$ cat src/rtl/wb_pkg.sv
// Shared types and constants for the MEM/WB writeback stage.
// Load funct3 encodings, buffer entry layout and buffer geometry.
package wb_pkg;

    localparam int unsigned WB_DATA_W = 64;
    localparam int unsigned WB_ADDR_W = 5;
    localparam int unsigned DEPTH     = 2;
    localparam int unsigned PTR_W     = $clog2(DEPTH);

    localparam logic [2:0] LB  = 3'b000;
    localparam logic [2:0] LH  = 3'b001;
    localparam logic [2:0] LW  = 3'b010;
    localparam logic [2:0] LD  = 3'b011;
    localparam logic [2:0] LBU = 3'b100;
    localparam logic [2:0] LHU = 3'b101;
    localparam logic [2:0] LWU = 3'b110;

    typedef struct packed {
        logic [WB_DATA_W-1:0] data;
        logic [WB_ADDR_W-1:0] rd;
        logic                 we;
    } wb_entry_t;

    // Natural alignment check for a load of the given funct3 at byte offset off.
    function automatic logic load_misaligned(input logic [2:0] funct3, input logic [2:0] off);
        logic bad;
        case (funct3)
            LB, LBU: bad = 1'b0;
            LH, LHU: bad = off[0];
            LW, LWU: bad = |off[1:0];
            LD:      bad = |off;
            default: bad = 1'b1;
        endcase
        return bad;
    endfunction

endpackage

$ cat src/rtl/load_formatter.sv
// Combinational load data formatter: selects the addressed byte/half/word of an
// aligned doubleword and sign- or zero-extends it; flags misaligned or illegal loads.
module load_formatter
    import wb_pkg::*;
(
    input  logic [WB_DATA_W-1:0] mem_rdata,
    input  logic [2:0]           off,
    input  logic [2:0]           funct3,
    output logic [WB_DATA_W-1:0] data,
    output logic                 misaligned
);

    logic [WB_DATA_W-1:0] shifted;

    always_comb begin
        shifted    = mem_rdata >> {off, 3'b000};
        misaligned = load_misaligned(funct3, off);
        data       = '0;
        case (funct3)
            LB:      data = {{(WB_DATA_W-8){shifted[7]}}, shifted[7:0]};
            LBU:     data = {{(WB_DATA_W-8){1'b0}}, shifted[7:0]};
            LH:      data = {{(WB_DATA_W-16){shifted[15]}}, shifted[15:0]};
            LHU:     data = {{(WB_DATA_W-16){1'b0}}, shifted[15:0]};
            LW:      data = {{(WB_DATA_W-32){shifted[31]}}, shifted[31:0]};
            LWU:     data = {{(WB_DATA_W-32){1'b0}}, shifted[31:0]};
            LD:      data = mem_rdata;
            default: data = '0;
        endcase
    end

endmodule

$ cat src/rtl/writeback_stage.sv
// MEM/WB stage: 2-entry skid buffer between the memory stage and the register
// file write port, with load formatting, forwarding tap and retired-write counter.
module writeback_stage
    import wb_pkg::*;
#(
    parameter int unsigned DATA_W = WB_DATA_W,
    parameter int unsigned ADDR_W = WB_ADDR_W,
    parameter int unsigned CNT_W  = 32
) (
    input  logic              clk,
    input  logic              reset,
    input  logic              in_valid,
    output logic              in_ready,
    input  logic [DATA_W-1:0] ALUResult,
    input  logic [DATA_W-1:0] MemReadData,
    input  logic              MemtoReg,
    input  logic              RegWriteIn,
    input  logic [ADDR_W-1:0] RDIn,
    input  logic [2:0]        Funct3,
    input  logic              hold,
    output logic [DATA_W-1:0] WriteData,
    output logic [ADDR_W-1:0] RD,
    output logic              RegWrite,
    output logic              FwdValid,
    output logic              LoadMisaligned,
    output logic [CNT_W-1:0]  RetireCount
);

    wb_entry_t         entries_q [DEPTH];
    wb_entry_t         new_entry;
    wb_entry_t         head;
    logic [PTR_W-1:0]  head_q, head_d;
    logic [PTR_W-1:0]  tail_q, tail_d;
    logic [1:0]        count_q, count_d;
    logic              in_ready_q;
    logic [DATA_W-1:0] wdata_q;
    logic [ADDR_W-1:0] rd_q;
    logic              misaligned_q;
    logic [CNT_W-1:0]  retire_cnt_q;

    logic [DATA_W-1:0] fmt_data;
    logic              fmt_misaligned;
    logic              push;
    logic              pop;
    logic              head_valid;
    logic              bad_load;

    load_formatter u_load_formatter (
        .mem_rdata  (MemReadData),
        .off        (ALUResult[2:0]),
        .funct3     (Funct3),
        .data       (fmt_data),
        .misaligned (fmt_misaligned)
    );

    assign push       = in_valid & in_ready_q;
    assign head_valid = (count_q != 2'd0);
    assign head       = entries_q[head_q];
    assign pop        = head_valid & ~hold;
    assign bad_load   = MemtoReg & fmt_misaligned;

    always_comb begin
        new_entry.data = MemtoReg ? fmt_data : ALUResult;
        new_entry.rd   = RDIn;
        // x0 writes and faulting loads still occupy a slot but never write.
        new_entry.we   = RegWriteIn & (RDIn != '0) & ~bad_load;
    end

    always_comb begin
        head_d  = head_q;
        tail_d  = tail_q;
        count_d = count_q;
        if (push) begin
            tail_d = tail_q + 1'b1;
        end
        if (pop) begin
            head_d = head_q + 1'b1;
        end
        case ({push, pop})
            2'b10:   count_d = count_q + 2'd1;
            2'b01:   count_d = count_q - 2'd1;
            default: count_d = count_q;
        endcase
    end

    always_ff @(posedge clk) begin
        if (push) begin
            entries_q[tail_q] <= new_entry;
        end
    end

    always_ff @(posedge clk or posedge reset) begin
        if (reset) begin
            head_q       <= '0;
            tail_q       <= '0;
            count_q      <= 2'd0;
            in_ready_q   <= 1'b1;
            wdata_q      <= '0;
            rd_q         <= '0;
            misaligned_q <= 1'b0;
            retire_cnt_q <= '0;
        end else begin
            head_q       <= head_d;
            tail_q       <= tail_d;
            count_q      <= count_d;
            in_ready_q   <= (count_d < 2'(DEPTH));
            misaligned_q <= push & bad_load;
            if (head_valid) begin
                wdata_q <= head.data;
                rd_q    <= head.rd;
            end
            if (RegWrite) begin
                retire_cnt_q <= retire_cnt_q + 1'b1;
            end
        end
    end

    always_comb begin
        in_ready       = in_ready_q;
        RegWrite       = pop & head.we;
        FwdValid       = head_valid & head.we;
        WriteData      = head_valid ? head.data : wdata_q;
        RD             = head_valid ? head.rd : rd_q;
        LoadMisaligned = misaligned_q;
        RetireCount    = retire_cnt_q;
    end

    a_count_range: assert property (@(posedge clk) disable iff (reset) count_q <= 2'(DEPTH));
    a_no_push_full: assert property (@(posedge clk) disable iff (reset)
        (count_q == 2'(DEPTH)) |-> !push);
    a_write_fwd: assert property (@(posedge clk) disable iff (reset) RegWrite |-> FwdValid);

endmodule

$ cat config.mk
export PLATFORM = sky130hd
export DESIGN_NAME = writeback_stage
export DESIGN_NICKNAME = d
export VERILOG_FILES = /design/src/rtl/wb_pkg.sv /design/src/rtl/load_formatter.sv /design/src/rtl/writeback_stage.sv
export SDC_FILE = /design/constraint.sdc
export NUM_CORES = 1
export LEC_CHECK = 0
export BUFFER_PORTS_ARGS = -buffer_cell sky130_fd_sc_hd__buf_2
export CAP_MARGIN = 40
export CORE_ASPECT_RATIO = 0.8
export CORE_UTILIZATION = 55
export DETAILED_ROUTE_END_ITERATION = 8
export GPL_ROUTABILITY_DRIVEN = 0
export PLACE_DENSITY = 0.8
export SLEW_MARGIN = 25
export SYNTH_ARGS = -nofsm -noshare
export SYNTH_HDL_FRONTEND = slang
export SYNTH_SLANG_ARGS = --single-unit
$ cat constraint.sdc
create_clock -name clk -period 4.9 [get_ports clk]
set_input_delay 1.47 -clock clk [delete_from_list [all_inputs] [get_ports clk]]
set_output_delay 1.47 -clock clk [all_outputs]
set_load 0.005 [all_outputs]
Word level (Yosys, flattened, before mapping) --
Memories as Yosys holds them, arrays and structs flattened. Index checks and enable logic that the tools add are counted.
Storage, ports and cells: output and inout bits 105, input bits 142, memory bits (writable) 140, bits in registers 107, memories kept 1
Cells by class: muxes and demuxes 8, bitwise logic cells 10, order comparisons 1, add/subtract/negate cells 5, shift operators 1, eq/ne operators 8, reductions and logical operators 8
Memory list:
- entries_q | words 2, bits a word 70, read ports 1, clocked after memory_dff 0, write ports 1, RTL line writeback_stage.sv:29 | wb_entry_t entries_q [DEPTH];
Operators by type and width (number):
- 64-bit one-hot mux with 7 select lines | 1
- 64-bit 2-to-1 mux | 2
- 64-bit by 6-bit >> shifter with 32-bit output | 1
- 32-bit by 1-bit adder with 32-bit output, second input constant | 1
- 3-bit == test, second input constant | 3
- 1-bit bitwise AND | 8
- 2-bit OR reduction | 4
- 3-bit by 2-bit == test with 1-bit output, second input constant | 2
- 5-bit 2-to-1 mux | 1
- 5-bit nonzero test | 1
- 1-bit one-hot mux with 4 select lines | 1
- 2-bit one-hot mux with 2 select lines | 1
- 3-bit by 1-bit == test with 1-bit output, second input constant | 1
- 3-bit zero test | 1
- 3-bit OR reduction | 1
- 1-bit adder, second input constant | 2
- 2-bit by 1-bit adder with 2-bit output, second input constant | 1
- 2-bit by 1-bit == test with 1-bit output, second input constant | 1
- 2-bit == test, second input constant | 1
- 2-bit < comparator, second input constant | 1
- 1-bit 2-to-1 mux | 2
- 1-bit inverter | 2
- 2-bit nonzero test | 1
- 2-bit by 1-bit subtractor with 2-bit output, second input constant | 1

Longest topological paths before layout --
word-level depth 6, mapped depth 9, depth with buffers taken out 6

By module --
Synthesis repeated with hierarchy kept, for this count alone.
Second synthesis, totals: cell total of the unflattened synthesis 970, area total of the unflattened synthesis 12264.3 µm²
Modules (own cells, without submodules):
- writeback_stage | times used 1, cells each 661, area an instance 9813.2 µm², sequential area each 6882.9 µm²
- load_formatter | times used 1, cells each 309, area an instance 2451.1 µm², sequential area each 0.0 µm²

Worst setup path after synthesis --
No wires, ideal clock.
path type input to register, start point input port in_valid, end point memory entries_q[0][0] (netlist name), enable pin, path buffers 0, stages on the path 2, path slack -108 ps, arrival time 4509 ps, cells stage by stage nand2_1 nor2_1
On the way: word-level cells in the longest chain between the ends 3
RTL lines:
- start, declared | RTL line writeback_stage.sv:12 | input logic in_valid,
- 1-bit bitwise AND | RTL line writeback_stage.sv:56 | assign push = in_valid & in_ready_q;
- 1-bit 2-to-1 mux | RTL line writeback_stage.sv:87 | if (push) begin
- 1-bit 2-to-1 mux (implied by the code) | RTL line writeback_stage.sv:88 | entries_q[tail_q] <= new_entry;
- end, declared | RTL line writeback_stage.sv:29
Every way passes these cells.

Worst setup path after layout --
start point register head_q, end point output port RegWrite
On the way: word-level cells in the longest chain between the ends 2
RTL lines:
- start, declared | RTL line writeback_stage.sv:32 | logic [PTR_W-1:0] head_q, head_d;
- start signal, assigned | RTL line writeback_stage.sv:94 | head_q <= '0;
- start signal, assigned | RTL line writeback_stage.sv:103 | head_q <= head_d;
- memory 2 x 70 bit
- 1-bit bitwise AND | RTL line writeback_stage.sv:120 | RegWrite = pop & head.we;
- end, declared | RTL line writeback_stage.sv:23 | output logic RegWrite,
Every way passes these cells.

==> report_table.html <==
<table>
<tr><th>Metric</th><th>Value</th></tr>
<tr><th colspan="2">Status</th></tr>
<tr><td>Status</td><td>finished, final reports clean</td></tr>
<tr><th colspan="2">Min path</th></tr>
<tr><td>Hold Crit Depth</td><td>2</td></tr>
<tr><td>Worst min-delay path startpoint</td><td>wdata_q[24]$_DFF_PP0_</td></tr>
<tr><td>Worst-case hold path end point</td><td>wdata_q[24]$_DFF_PP0_</td></tr>
<tr><td>Path class of the lowest-slack min-delay path</td><td>reg2reg</td></tr>
<tr><th colspan="2">STA</th></tr>
<tr><td>Final Hold Vio Count</td><td>0</td></tr>
<tr><td>Final critical-path share of the clock period</td><td>0.823</td></tr>
<tr><td>Time the worst path needs with I/O delays and setup</td><td>slightly above 4000 ps</td></tr>
<tr><td>Max Fclk</td><td>248 MHz</td></tr>
<tr><td>Worst Hold Slack</td><td>484 ps</td></tr>
<tr><td>Unrepaired setup endpoints after global routing</td><td>false</td></tr>
<tr><td>Transition time at the pin with the least slew margin</td><td>around 790 ps</td></tr>
<tr><td>Slew margin rel.</td><td>0.473</td></tr>
<tr><td>Fin. max-slew vios</td><td>0</td></tr>
<tr><td>Final worst clock skew</td><td>15.2 ps</td></tr>
<tr><td>TNS Setup</td><td>0 ps</td></tr>
<tr><td>Final setup viols</td><td>0</td></tr>
<tr><th colspan="2">Global route</th></tr>
<tr><td>GR Util met3</td><td>0.0549</td></tr>
<tr><td>Vias in the first global route</td><td>~8,600</td></tr>
<tr><td>GR met1 Demand/Resource</td><td>0.414</td></tr>
<tr><td>Most used routing layer</td><td>met2</td></tr>
<tr><td>Largest net degree at the start of global routing</td><td>139</td></tr>
<tr><td>Total overflow reported by the global router</td><td>0</td></tr>
<tr><td>Global-route wire length before repair</td><td>50,000 µm</td></tr>
<tr><td>GR Util met2</td><td>0.460</td></tr>
<tr><td>Global routing usage summed across all routing layers</td><td>0.292</td></tr>
<tr><td>Number of antenna violations at the first check in global routing</td><td>4</td></tr>
<tr><th colspan="2">CTS</th></tr>
<tr><td>Buffer type at the clock tree root</td><td>sky130_fd_sc_hd__clkbuf_16</td></tr>
<tr><td>Clock slew at the register clock pins of the worst setup and hold paths</td><td>60 ps</td></tr>
<tr><td>CTS H-tree lvls</td><td>1</td></tr>
<tr><td>CTS tree</td><td>built</td></tr>
<tr><td>CTS-repair resized insts</td><td>0</td></tr>
<tr><td>Buffer levels on the longest clock path</td><td>3</td></tr>
<tr><td>Number of buffers inserted during clock tree synthesis</td><td>25</td></tr>
<tr><td>Hold buffer count at cts</td><td>0</td></tr>
<tr><td>Clock latency at the later pin of the worst-skew pair</td><td>between 500 and 600 ps</td></tr>
<tr><td>CTS Sinks</td><td>247</td></tr>
<tr><td>Number of setup buffers added after CTS</td><td>0</td></tr>
<tr><th colspan="2">Synthesis</th></tr>
<tr><td>Share of synthesized area occupied by flip-flops and latches</td><td>0.574</td></tr>
<tr><td>Main combinational cell family by area after synthesis</td><td>multiplexers</td></tr>
<tr><td>Proportion of synthesized area in mux cells</td><td>0.154</td></tr>
<tr><td>Fraction of registers with async set/reset</td><td>0.433</td></tr>
<tr><td>Post-Synth XOR/XNOR Area</td><td>0.0270</td></tr>
<tr><td>Number of flops mapped to enable cells by yosys</td><td>140</td></tr>
<tr><td>Register bit total from synthesis</td><td>between 200 and 250</td></tr>
<tr><td>Top FF cell, synth</td><td>sky130_fd_sc_hd__edfxtp_1</td></tr>
<tr><td>Synthesized-area fraction occupied by adder cells</td><td>0.00209</td></tr>
<tr><td>Number of nets produced by synthesis</td><td>1,100</td></tr>
<tr><td>Basic-gate share of the synthesized area counting and, or, nand and nor cells</td><td>0.0733</td></tr>
<tr><td>Compound-cell area share of the yosys netlist</td><td>0.122</td></tr>
<tr><td>Average cell area after synthesis</td><td>12.5 µm²</td></tr>
<tr><td>Most used standard cells in the synthesized netlist</td><td>sky130_fd_sc_hd__edfxtp_1 (140), sky130_fd_sc_hd__dfrtp_1 (106), sky130_fd_sc_hd__mux2i_1 (94)</td></tr>
<tr><td>Cell type contributing the most total cell area after synthesis</td><td>sky130_fd_sc_hd__edfxtp_1</td></tr>
<tr><td>Cell types with the largest area share after synthesis</td><td>sky130_fd_sc_hd__edfxtp_1 (35%), sky130_fd_sc_hd__dfrtp_1 (22%), sky130_fd_sc_hd__mux2i_1 (7.9%), sky130_fd_sc_hd__mux4_2 (6.6%), sky130_fd_sc_hd__o221ai_1 (4.1%)</td></tr>
<tr><td>Yosys cell types</td><td>48</td></tr>
<tr><td>Area share of the largest cell type after synthesis</td><td>0.351</td></tr>
<tr><td>Syn Inst Count</td><td>956</td></tr>
<tr><td>Ys Warns</td><td>0</td></tr>
<tr><td>Cell with the most instances after synthesis</td><td>sky130_fd_sc_hd__edfxtp_1</td></tr>
<tr><td>Post-synthesis cell area</td><td>about 12,000 µm²</td></tr>
<tr><th colspan="2">Cells and area</th></tr>
<tr><td>Area delta synth-&gt;final</td><td>19.1%</td></tr>
<tr><td>Proportion of layout cells with a drive suffix above 1</td><td>0.303</td></tr>
<tr><td>Number of filler cells placed in the layout</td><td>1,525</td></tr>
<tr><td>Final Core Density</td><td>0.680</td></tr>
<tr><td>Number of nets in the layout</td><td>1,317</td></tr>
<tr><th colspan="2">Detailed routing</th></tr>
<tr><td>Ratio of routed vias to standard cells</td><td>around 6.1</td></tr>
<tr><td>Average wire length per cell after detail routing</td><td>22.3 µm</td></tr>
<tr><td>Residual antenna-violating net count after detailed routing</td><td>0</td></tr>
<tr><td>Total wirelength of the detailed-routed design</td><td>32,700 µm</td></tr>
<tr><td>Total number of vias</td><td>8,968</td></tr>
<tr><td>Drt drc</td><td>0</td></tr>
<tr><td>Violation count after the first detailed-route iteration</td><td>1,165</td></tr>
<tr><td>Drt pass-1 iters</td><td>7</td></tr>
<tr><th colspan="2">Die</th></tr>
<tr><td>Total Die Area</td><td>~22,000 µm²</td></tr>
<tr><td>Starting utilization of the core area</td><td>0.571</td></tr>
<tr><td>I/O Pins</td><td>247</td></tr>
<tr><td>Die Wd</td><td>167 µm</td></tr>
<tr><td>Die Y-Extent</td><td>134 µm</td></tr>
<tr><td>Core area</td><td>21,000 µm²</td></tr>
<tr><td># rows</td><td>47</td></tr>
<tr><th colspan="2">Critical path</th></tr>
<tr><td>Worst Path Class, Setup</td><td>reg2out</td></tr>
<tr><td>CP max FO</td><td>42</td></tr>
<tr><td>Gate family responsible for the most delay along the worst path</td><td>flip-flops</td></tr>
<tr><td>Critical path buffers and inverters</td><td>1</td></tr>
<tr><td>Worst path arrival time</td><td>2570 ps</td></tr>
<tr><td>Critical path launch point type</td><td>register</td></tr>
<tr><td>Worst R2R End</td><td>RetireCount[21]$_DFFE_PP0P_</td></tr>
<tr><td>Worst stage delay on the critical path</td><td>around 940 ps</td></tr>
<tr><td>Cell-by-cell listing of the critical path</td><td>mux2i_1, nor3_1, buf_2</td></tr>
<tr><td>Register-to-register setup slack</td><td>about 2200 ps</td></tr>
<tr><td>Critical path capture point type</td><td>output port</td></tr>
<tr><td>Launching point of the worst reg2reg path</td><td>head_q$_DFFE_PP0P_</td></tr>
<tr><td>Master of the slowest instance on the critical path</td><td>sky130_fd_sc_hd__dfrtp_4</td></tr>
<tr><td>Worst EP required</td><td>3430 ps</td></tr>
<tr><td>Path depth of the worst reg2reg path</td><td>5</td></tr>
<tr><th colspan="2">Job</th></tr>
<tr><td>Max-capacitance violation count</td><td>0</td></tr>
<tr><th colspan="2">Power</th></tr>
<tr><td>Largest vdd supply drop</td><td>367 µV</td></tr>
<tr><td>Cell Pwr Density</td><td>494 nW/µm²</td></tr>
<tr><td>Total power of the final layout</td><td>0.00705 W</td></tr>
<tr><td>Leak Pwr</td><td>6.12 nW</td></tr>
<tr><th colspan="2">Placement</th></tr>
<tr><td>Number of input and output port buffers inserted</td><td>~250</td></tr>
<tr><td>HPWL after DPL</td><td>23,000 µm</td></tr>
</table>
[report_power, final]
group          switching [W]  total (W)  leakage, nW  internal (W)
registers           0.000281    0.00311         2.64       0.00283
logic                0.00121    0.00210         3.10      0.000891
clock network       0.000782    0.00184        0.387       0.00106
total                0.00228    0.00705         6.12       0.00478
[worst max-delay path by stage]
stage	slack, ps	end	cells after the start	start
after floorplan	610	LoadMisaligned$_DFF_PP0_	1	reset
after global placement	920	entries_q[0][54]$_DFFE_PP_	6	ALUResult[2]
after detailed placement	890	entries_q[0][33]$_DFFE_PP_	5	ALUResult[0]
after CTS	830	RegWrite	3	head_q$_DFFE_PP0P_
after global routing	720	RegWrite	3	head_q$_DFFE_PP0P_
final	860	RegWrite	3	head_q$_DFFE_PP0P_
[sequential cells by signal, summed over array words and instances, names as in the netlist]
signal	cells
count_q	2
LoadMisaligned	1
tail_q	1
in_ready	1
entries_q	140
head_q	1
rd_q	5
wdata_q	64
RetireCount	32
[layout make-up]
cell class              count  area (µm²)  share of cell area
repair buffers            265        1470               0.103
inverters                  58         220              0.0154
well taps                 269         337              0.0236
clock buffers              38         714              0.0500
flip-flops and latches    247        6890               0.482
diodes                      3        7.51            0.000526
multi-input cells         576        4570               0.320
clock inverters             8        71.3             0.00500
[cell usage in the layout (no fill, tap or decap), drive strengths merged, types with 8 or more instances in the layout]
cell type and count:
mux2 10, dfrtp 106, nand2 85, mux4 35
a21oi 49, nand3b 8, nor2 26, o221ai 56
edfxtp 140, buf 265, xnor2 28, nand4 11
a222oi 13, xor2 9, and3 9, clkbuf 38
mux2i 94, o21ai 82, nand3 11, inv 58
[per-stage QoR]
stage	setup WS [ps]	instances	cell area, µm²
6_report	865	1464	14300
2_1_floorplan	614	956	12000
4_1_cts	830	1461	14300
5_1_grt	725	1464	14300
3_3_place_gp	916	1412	13400
3_5_place_dp	894	1415	13500
[logic make-up after synthesis]
group                      Yosys count
DFF                                247
xor gates and xnor gates            37
adders and majority gates            2
AOI/OAI and AO/OA                  224
buffers and inverters              133
and+or+nand+nor                    174
muxes                              139
[metal layers]
layer  part of all wire  wire (µm)
met1               0.41      13500
met2               0.46      15000
met3               0.10       3290
met4              0.029        964
met5            0.00031         10
[tightest hold or removal path: stages, from the launching register on]
cell and delay [ps]:
sky130_fd_sc_hd__dfrtp_1 320, sky130_fd_sc_hd__nand2_1 40, sky130_fd_sc_hd__o21ai_0 80
No activity file was read; power rests on OpenSTA's default activity.
